==> config.mk <==
export PLATFORM = sky130hd
export DESIGN_NAME = inv_round_tail_flat
export DESIGN_NICKNAME = d
export VERILOG_FILES = /design/src/rtl/inv_round_tail_if.sv /design/src/rtl/inv_round_tail.sv /design/src/flat_wrapper.sv
export SDC_FILE = /design/constraint.sdc
export NUM_CORES = 1
export LEC_CHECK = 0
export BUFFER_PORTS_ARGS = -buffer_cell sky130_fd_sc_hd__buf_2
export CORE_MARGIN = 2
export CORE_UTILIZATION = 50
export CTS_CLUSTER_SIZE = 25
export DETAILED_ROUTE_END_ITERATION = 6
export PLACE_DENSITY = 0.73
export SLEW_MARGIN = 15
export SYNTH_ARGS = -nofsm -noshare
export SYNTH_HDL_FRONTEND = slang
export SYNTH_SLANG_ARGS = --single-unit
==> constraint.sdc <==
create_clock -name clk -period 19.55 [get_ports clk]
set_clock_uncertainty 0.2 [all_clocks]
set_input_delay 2.9325 -clock clk [delete_from_list [all_inputs] [get_ports clk]]
set_output_delay 2.9325 -clock clk [all_outputs]
set_load 0.01 [all_outputs]
==> src/rtl/inv_round_tail_if.sv <==
// rtl/inv_round_tail_if.sv - beat handshake bundle for the inverse-round tail
interface inv_round_tail_if;
  logic         in_valid;
  logic         in_ready;
  logic [127:0] in_state;
  logic [127:0] in_key;
  logic         in_last;
  logic         out_valid;
  logic         out_ready;
  logic [127:0] out_state;
  logic         out_last;
  logic [3:0]   out_round;
  logic         err_seq;

  modport master (
    output in_valid, in_state, in_key, in_last, out_ready,
    input  in_ready, out_valid, out_state, out_last, out_round, err_seq
  );

  modport slave (
    input  in_valid, in_state, in_key, in_last, out_ready,
    output in_ready, out_valid, out_state, out_last, out_round, err_seq
  );
endinterface

==> src/rtl/inv_round_tail.sv <==
// rtl/inv_round_tail.sv - AddRoundKey + InvMixColumns stage feeding a 2-entry result FIFO
module inv_round_tail (
  input logic              clk,
  input logic              rst_n,
  inv_round_tail_if.slave  bus
);
  localparam logic [3:0] LAST_ROUND = 4'd9;

  typedef struct packed {
    logic [127:0] state;
    logic         last;
    logic [3:0]   round;
  } entry_t;

  entry_t       mem_q [2];
  entry_t       head;
  logic         wr_ptr_q, wr_ptr_d;
  logic         rd_ptr_q, rd_ptr_d;
  logic [1:0]   count_q, count_d;
  logic         in_ready_q;
  logic [3:0]   rcnt_q, rcnt_d;
  logic         err_q, err_d;
  logic         out_valid;
  logic         push, pop;
  logic [127:0] t;
  logic [127:0] mixed;
  logic [127:0] result;

  function automatic logic [7:0] xt(input logic [7:0] b);
    return {b[6:0], 1'b0} ^ (b[7] ? 8'h1b : 8'h00);
  endfunction

  // Column bytes are row 0 in the MSB; coefficient rows are {0e,0b,0d,09} rotated.
  function automatic logic [31:0] inv_mix_col(input logic [31:0] col);
    logic [7:0] a  [4];
    logic [7:0] m9 [4];
    logic [7:0] mb [4];
    logic [7:0] md [4];
    logic [7:0] me [4];
    logic [7:0] x2, x4, x8;
    for (int r = 0; r < 4; r++) begin
      a[r]  = col[31-8*r -: 8];
      x2    = xt(a[r]);
      x4    = xt(x2);
      x8    = xt(x4);
      m9[r] = x8 ^ a[r];
      mb[r] = x8 ^ x2 ^ a[r];
      md[r] = x8 ^ x4 ^ a[r];
      me[r] = x8 ^ x4 ^ x2;
    end
    return {me[0] ^ mb[1] ^ md[2] ^ m9[3],
            m9[0] ^ me[1] ^ mb[2] ^ md[3],
            md[0] ^ m9[1] ^ me[2] ^ mb[3],
            mb[0] ^ md[1] ^ m9[2] ^ me[3]};
  endfunction

  always_comb begin
    t     = bus.in_state ^ bus.in_key;
    mixed = '0;
    for (int c = 0; c < 4; c++) begin
      mixed[127-32*c -: 32] = inv_mix_col(t[127-32*c -: 32]);
    end
    result = bus.in_last ? t : mixed;
  end

  assign out_valid = (count_q != 2'd0);
  assign push      = bus.in_valid && in_ready_q;
  assign pop       = out_valid && bus.out_ready;

  always_comb begin
    count_d  = count_q;
    wr_ptr_d = wr_ptr_q;
    rd_ptr_d = rd_ptr_q;
    rcnt_d   = rcnt_q;
    err_d    = err_q;
    if (push) begin
      wr_ptr_d = ~wr_ptr_q;
      rcnt_d   = (bus.in_last || rcnt_q == LAST_ROUND) ? 4'd0 : rcnt_q + 4'd1;
      // A last beat must land on round 9, and round 9 must be a last beat.
      err_d    = err_q | (bus.in_last != (rcnt_q == LAST_ROUND));
    end
    if (pop) begin
      rd_ptr_d = ~rd_ptr_q;
    end
    case ({push, pop})
      2'b10:   count_d = count_q + 2'd1;
      2'b01:   count_d = count_q - 2'd1;
      default: count_d = count_q;
    endcase
  end

  always_ff @(posedge clk or negedge rst_n) begin
    if (!rst_n) begin
      count_q    <= 2'd0;
      wr_ptr_q   <= 1'b0;
      rd_ptr_q   <= 1'b0;
      rcnt_q     <= 4'd0;
      err_q      <= 1'b0;
      in_ready_q <= 1'b0;
    end else begin
      count_q    <= count_d;
      wr_ptr_q   <= wr_ptr_d;
      rd_ptr_q   <= rd_ptr_d;
      rcnt_q     <= rcnt_d;
      err_q      <= err_d;
      // Registered so in_ready never sees out_ready combinationally.
      in_ready_q <= (count_d != 2'd2);
    end
  end

  always_ff @(posedge clk) begin
    if (push) begin
      mem_q[wr_ptr_q] <= {result, bus.in_last, rcnt_q};
    end
  end

  assign head          = mem_q[rd_ptr_q];
  assign bus.in_ready  = in_ready_q;
  assign bus.out_valid = out_valid;
  assign bus.out_state = out_valid ? head.state : 128'd0;
  assign bus.out_last  = out_valid ? head.last  : 1'b0;
  assign bus.out_round = out_valid ? head.round : 4'd0;
  assign bus.err_seq   = err_q;
endmodule
==> src/flat_wrapper.sv <==
// flat-port wrapper written by rule: the top's interface ports become plain ports
module inv_round_tail_flat 
  (clk, rst_n, bus_in_valid, bus_in_state, bus_in_key, bus_in_last, bus_out_ready, bus_in_ready, bus_out_valid, bus_out_state, bus_out_last, bus_out_round, bus_err_seq);
  inv_round_tail_if bus_i ();
  input logic clk;
  input logic rst_n;
  input wire logic [$bits(bus_i.in_valid)-1:0] bus_in_valid;
  input wire logic [$bits(bus_i.in_state)-1:0] bus_in_state;
  input wire logic [$bits(bus_i.in_key)-1:0] bus_in_key;
  input wire logic [$bits(bus_i.in_last)-1:0] bus_in_last;
  input wire logic [$bits(bus_i.out_ready)-1:0] bus_out_ready;
  output wire logic [$bits(bus_i.in_ready)-1:0] bus_in_ready;
  output wire logic [$bits(bus_i.out_valid)-1:0] bus_out_valid;
  output wire logic [$bits(bus_i.out_state)-1:0] bus_out_state;
  output wire logic [$bits(bus_i.out_last)-1:0] bus_out_last;
  output wire logic [$bits(bus_i.out_round)-1:0] bus_out_round;
  output wire logic [$bits(bus_i.err_seq)-1:0] bus_err_seq;
  assign bus_i.in_valid = bus_in_valid;
  assign bus_i.in_state = bus_in_state;
  assign bus_i.in_key = bus_in_key;
  assign bus_i.in_last = bus_in_last;
  assign bus_i.out_ready = bus_out_ready;
  assign bus_in_ready = bus_i.in_ready;
  assign bus_out_valid = bus_i.out_valid;
  assign bus_out_state = bus_i.out_state;
  assign bus_out_last = bus_i.out_last;
  assign bus_out_round = bus_i.out_round;
  assign bus_err_seq = bus_i.err_seq;
  inv_round_tail u_core (.clk(clk), .rst_n(rst_n), .bus(bus_i));
endmodule
==> results of run 1 <==
==> state kept, by name (all words and copies together) (netlist names) <==
name                 flops
u_core.rcnt_q            4
u_core.mem_q           266
u_core.bus.err_seq       1
u_core.count_q           2
u_core.bus.in_ready      1
u_core.wr_ptr_q          1
u_core.rd_ptr_q          1
==> final cells by class <==
cell class | count | area share
clock buffer | 42 | 0.0327
clock inverter | 14 | 0.00767
inverter | 4 | 0.000782
multi-input combinational | 1328 | 0.525
sequential | 276 | 0.322
tap | 585 | 0.0286
timing repair buffer | 412 | 0.0829
==> layout by cell type (no fill, tap or decap), drive strengths merged, types with 3 or more instances in the layout <==
master  synthesis  layout
mux2i         215     215
a21oi          15      15
clkinv          0       7
and2            3       3
xor2          117     117
dfrtp          10      10
nor2          155     155
clkbuf         40      42
ha              4       4
xnor3         142     142
inv             4       4
bufinv          0       5
a21o            3       3
xnor2         583     583
edfxtp        266     266
nand2          33      33
buf             8     412
o21ai          28      28
xor3           16      16
==> through the flow <==
| step | hold WS (ps) | worst slack, ps | utilization | power, uW |
|---|---|---|---|---|
| floorplan | 258 | 10080 | - | 3060 |
| global placement | 285 | 13450 | 0.570 | 3720 |
| detailed placement | 281 | 13410 | 0.570 | 3750 |
| CTS | 294 | 13210 | 0.594 | 4360 |
| global route | 325 | 13100 | 0.594 | 4590 |
| finish | 292 | 13280 | 0.594 | 4330 |
==> where the power goes <==
part | switching [uW] | total [uW] | internal [uW] | leakage [uW]
clock | 230 | 592 | 362 | 0.000498
sequential | 79.1 | 1100 | 1020 | 0.00259
combinational | 1360 | 2640 | 1280 | 0.00795
==> routing by layer <==
layer  GRT usage  vias up
li1            -     6469
met1       0.345     6820
met3      0.0263       85
met2       0.403      492
met5           0        -
met4      0.0704        0
==> worst max-delay path, stage by stage (launching register included) <==
cell and delay (ps):
dfrtp_4 1000, buf_4 810, mux2i_1 470, nor2_1 80
buf_2 180
==> final timing paths <==
kind	depth (start not counted)	to	startpoint	slack, ps
setup / recovery	4	bus_out_state[112]	u_core.rd_ptr_q	13280
hold / removal	1	u_core.bus.err_seq	u_core.bus.err_seq	290
setup reg to reg	2	u_core.mem_q[1][20]	u_core.bus.in_ready	16650
hold reg to reg	1	u_core.bus.err_seq	u_core.bus.err_seq	290
max in group asynchronous	1	u_core.rd_ptr_q	rst_n	16920
min in group asynchronous	1	u_core.bus.in_ready	rst_n	2020
==> logic make-up after synthesis <==
family / after synthesis / share of synthesized area
AOI/OAI and AO/OA: 52 / 0.0131
xor gates and xnor gates: 858 / 0.465
adders and majority gates: 4 / 0.00229
buffers and inverters: 52 / 0.00893
DFF: 276 / 0.377
muxes: 216 / 0.0990
and+or+nand+nor: 198 / 0.0351
==> flow_metrics.env, run 1 <==
export IMPL_period_share=0.321
export IMPL_clkTransAtPathRegs_ps=60
export IMPL_fillerInstances=3547
export IMPL_antenna_found_initial=0
export IMPL_antennaDiodeCount=0
export IMPL_synthFlopType="edfxtp_1"
export IMPL_fin_cells=2661
export IMPL_finalSetupViolCount=0
export IMPL_critPathLaunchType="flip-flop"
export IMPL_post_cts_setup_buffers=0
export IMPL_layout_nets=2317
export IMPL_drt_total_wl_um=56200
export IMPL_grt_max_degree=79
export IMPL_post_route_min_period_ps=6270
export IMPL_slew_limit_headroom=0.238
export IMPL_grt_pass1_wl_um=83400
export IMPL_regArea_sq_mm=0.00824
export IMPL_finalHoldViolCount=0
export IMPL_clkLatencyLatePin_ps=570
export IMPL_clock_root_buffer="clkbuf_16"
export IMPL_overflow=0
export IMPL_die_x_um=213
export IMPL_synth_edff_count=266
export IMPL_arrival_ps=3140
export IMPL_power_density_mw_per_mm2=169
export IMPL_maxSlewViolCount=0
export IMPL_drive_gt1_frac=0.248
export IMPL_wl_per_cell_um=21.1
export IMPL_leakagePower_uw=0.0110
export IMPL_synthTopCellsByArea="edfxtp_1 37%, xnor2_1 22%, xnor3_1 15%, mux2i_1 9.8%, xor2_1 4.3%"
export IMPL_dieArea_sq_mm=0.0454
export IMPL_fin_setup_tns_ps=0
export IMPL_maxCapViolations=0
export IMPL_grt_usage=0.245
export IMPL_cts_sinks=276
export IMPL_placedCellCount=2604
export IMPL_critical_path_class="flip-flop to primary output"
export IMPL_run_status="finished, final reports clean"
export IMPL_htreeDepth=1
export IMPL_synth_top_cells_by_count="541 x xnor2_1, 266 x edfxtp_1, 215 x mux2i_1"
export IMPL_synth_top_cell_area_share=0.365
export IMPL_place_area_sq_mm=0.0245
export IMPL_routed_via_density=5.21
export IMPL_ant_nets=0
export IMPL_rsz0062_at_grt="false"
export IMPL_ctsLongestPathBuffers=3
export IMPL_drtIter0Drc=891
export IMPL_place_hpwl_um=42100
export IMPL_ys_types=34
export IMPL_cts_tree="yes"
export IMPL_yosysMostFrequentCell="xnor2_1"
export IMPL_syn_num_nets=1921
export IMPL_max_freq_mhz=159
export IMPL_wl_met3_um=3220
export IMPL_via_count=13900
export IMPL_core_area_sq_mm=0.0431
export IMPL_synth_seq_area_share=0.377
export IMPL_drt_pre_antenna_iters=5
export IMPL_post_route_drc_count=0
export IMPL_wirelength_met1_um=24500
export IMPL_min_path_type="flip-flop to flip-flop"
export IMPL_synth_area_sq_mm=0.0219
export IMPL_top_layer="met4"
export IMPL_dr_wl_met2_um=26900
export IMPL_holdBufCountCts=0
export IMPL_port_buffers=396
export IMPL_synth_seq_cells=276
export IMPL_cts_repair_resized=0
export IMPL_start_util=0.507
export IMPL_die_h_um=213
export IMPL_async_flop_share=0.0362
export IMPL_core_rowCount=76
export IMPL_gp_congestion=0.940
export IMPL_grt_pass1_vias=13900
export IMPL_endpoint_kind="primary output"
export IMPL_ios=397
export IMPL_synth_largest_area_cell="edfxtp_1"
export IMPL_ys_warn_count=0
export IMPL_ir_worst_vdd_mv=0.119
export IMPL_netlist_instances=1656
export IMPL_multi_input_area_sq_mm=0.0134
export IMPL_required_ps=16420
export IMPL_crit_fanout=50
export IMPL_syn_area_per_cell_sq_um=13.2
export IMPL_syn_to_final_growth_pct=17.1
export IMPL_cts_buffers=30
export IMPL_stdcell_area_sq_mm=0.0256
export IMPL_worst_slew_pin_slew_ps=1130
Note: power is estimated with default switching activity, not from simulation.
==> run 2: changes to the inputs <==
- clock period: 19.55 -> 6.5 ns (I/O delays scaled with it)
==> flow_metrics.env, run 2 (synthesis results as in run 1) <==
export IMPL_drtIter0Drc=857
export IMPL_mostFrequentLayoutCells="541 x xnor2_1, 396 x buf_2, 266 x edfxtp_1, 215 x mux2i_1, 153 x nor2_1"
export IMPL_layout_commonest_cell="xnor2_1"
export IMPL_antennaDiodeCount=0
export IMPL_die_x_um=213
export IMPL_fin_setup_tns_ps=0
export IMPL_grt_usage=0.243
export IMPL_clkLatencyLatePin_ps=580
export IMPL_post_route_drc_count=0
export IMPL_final_core_util=0.595
export IMPL_arrival_ps=2770
export IMPL_grt_pass1_wl_um=83200
export IMPL_htreeDepth=1
export IMPL_via_count=13800
export IMPL_antenna_found_initial=0
export IMPL_wl_per_cell_um=20.9
export IMPL_finalSetupViolCount=0
export IMPL_post_cts_setup_buffers=0
export IMPL_place_hpwl_um=41400
export IMPL_start_util=0.507
export IMPL_ir_worst_vdd_mv=0.515
export IMPL_top_regs="u_core.mem_q x266, u_core.rcnt_q x4, u_core.count_q x2"
export IMPL_power_density_mw_per_mm2=510
export IMPL_crit_fanout=40
export IMPL_max_freq_mhz=254
export IMPL_drive_gt1_frac=0.250
export IMPL_leakagePower_uw=0.0111
export IMPL_clock_root_buffer="clkbuf_16"
export IMPL_maxSlewViolCount=0
export IMPL_syn_to_final_growth_pct=17.3
export IMPL_min_path_type="input port to async pin"
export IMPL_port_buffers=396
export IMPL_core_area_sq_mm=0.0431
export IMPL_routed_via_density=5.18
export IMPL_ant_nets=0
export IMPL_critical_path_class="flip-flop to primary output"
export IMPL_grt_pass1_vias=14000
export IMPL_holdBufCountCts=0
export IMPL_dieArea_sq_mm=0.0454
export IMPL_cts_repair_resized=0
export IMPL_clkTransAtPathRegs_ps=60
export IMPL_period_share=0.606
export IMPL_layout_nets=2319
export IMPL_rsz0062_at_grt="false"
export IMPL_cts_tree="yes"
export IMPL_maxCapViolations=0
export IMPL_cts_sinks=276
export IMPL_fillerInstances=3542
export IMPL_drt_pre_antenna_iters=5
export IMPL_gp_congestion=0.920
export IMPL_core_rowCount=76
export IMPL_drt_total_wl_um=55800
export IMPL_die_h_um=213
export IMPL_post_route_min_period_ps=3940
export IMPL_largest_register="u_core.mem_q"
export IMPL_critPathLaunchType="flip-flop"
export IMPL_overflow=0
export IMPL_cts_buffers=30
export IMPL_slew_limit_headroom=0.244
export IMPL_largest_reg_flops=266
export IMPL_ctsLongestPathBuffers=3
export IMPL_run_status="finished, final reports clean"
export IMPL_ios=397
export IMPL_required_ps=5320
export IMPL_endpoint_kind="primary output"
export IMPL_worst_slew_pin_slew_ps=1130
export IMPL_grt_max_degree=94
export IMPL_finalHoldViolCount=0
## run 2: critical path, cell delays in order (launching register included)
cell and delay (ps):
dfrtp_4 920, buf_4 620, mux2i_1 170, nor2_1 240, buf_2 200
## run 2: report_power, final
part	internal [uW]	total [uW]	switching, uW	leakage [uW]
registers	3060	3290	231	0.00259
logic	3850	7940	4090	0.00796
clock network	1120	1840	717	0.000524
## run 2: path summary, 6_finish.rpt
check / start / slack [ps] / cells past startpoint / end
min reg2reg: u_core.bus.err_seq / 270 / 1 / u_core.bus.err_seq
max in group asynchronous: rst_n / 5830 / 1 / u_core.rd_ptr_q
min in group clk: u_core.bus.err_seq / 270 / 1 / u_core.bus.err_seq
max: u_core.rd_ptr_q / 2560 / 4 / bus_out_state[62]
max reg2reg: u_core.count_q[1] / 3810 / 8 / u_core.bus.in_ready
min: rst_n / 50 / 1 / u_core.rcnt_q[1]
## run 2: through the flow
step	hold slack [ps]	area, sq um	instances	total power, uW	worst slack [ps]
after detailed placement	263	24600	2607	11300	2350
after global placement	250	24600	2607	11100	2340
final	49.2	25600	2663	13100	2560
after CTS	20.3	25600	2663	13100	2500
after global routing	34.1	25600	2663	13800	2370
after floorplan	258	21900	1656	9180	1240
## run 2: per-layer routing
layer | global-route usage | share of wire | up-vias
met5 | 0 | 0 | -
met4 | 0.0557 | 0.018 | 0
met1 | 0.337 | 0.44 | 6765
li1 | - | - | 6499
met2 | 0.409 | 0.48 | 460
met3 | 0.0299 | 0.056 | 64
## run 2: area by class of cell
| class | instances | area [sq um] | share of cell area |
|---|---|---|---|
| clock buffer | 35 | 810 | 0.0316 |
| multi-input combinational | 1328 | 13400 | 0.524 |
| timing repair buffer | 414 | 2130 | 0.0830 |
| tap | 585 | 732 | 0.0285 |
| clock inverter | 21 | 267 | 0.0104 |
| sequential | 276 | 8240 | 0.321 |
| inverter | 4 | 20.0 | 0.000781 |
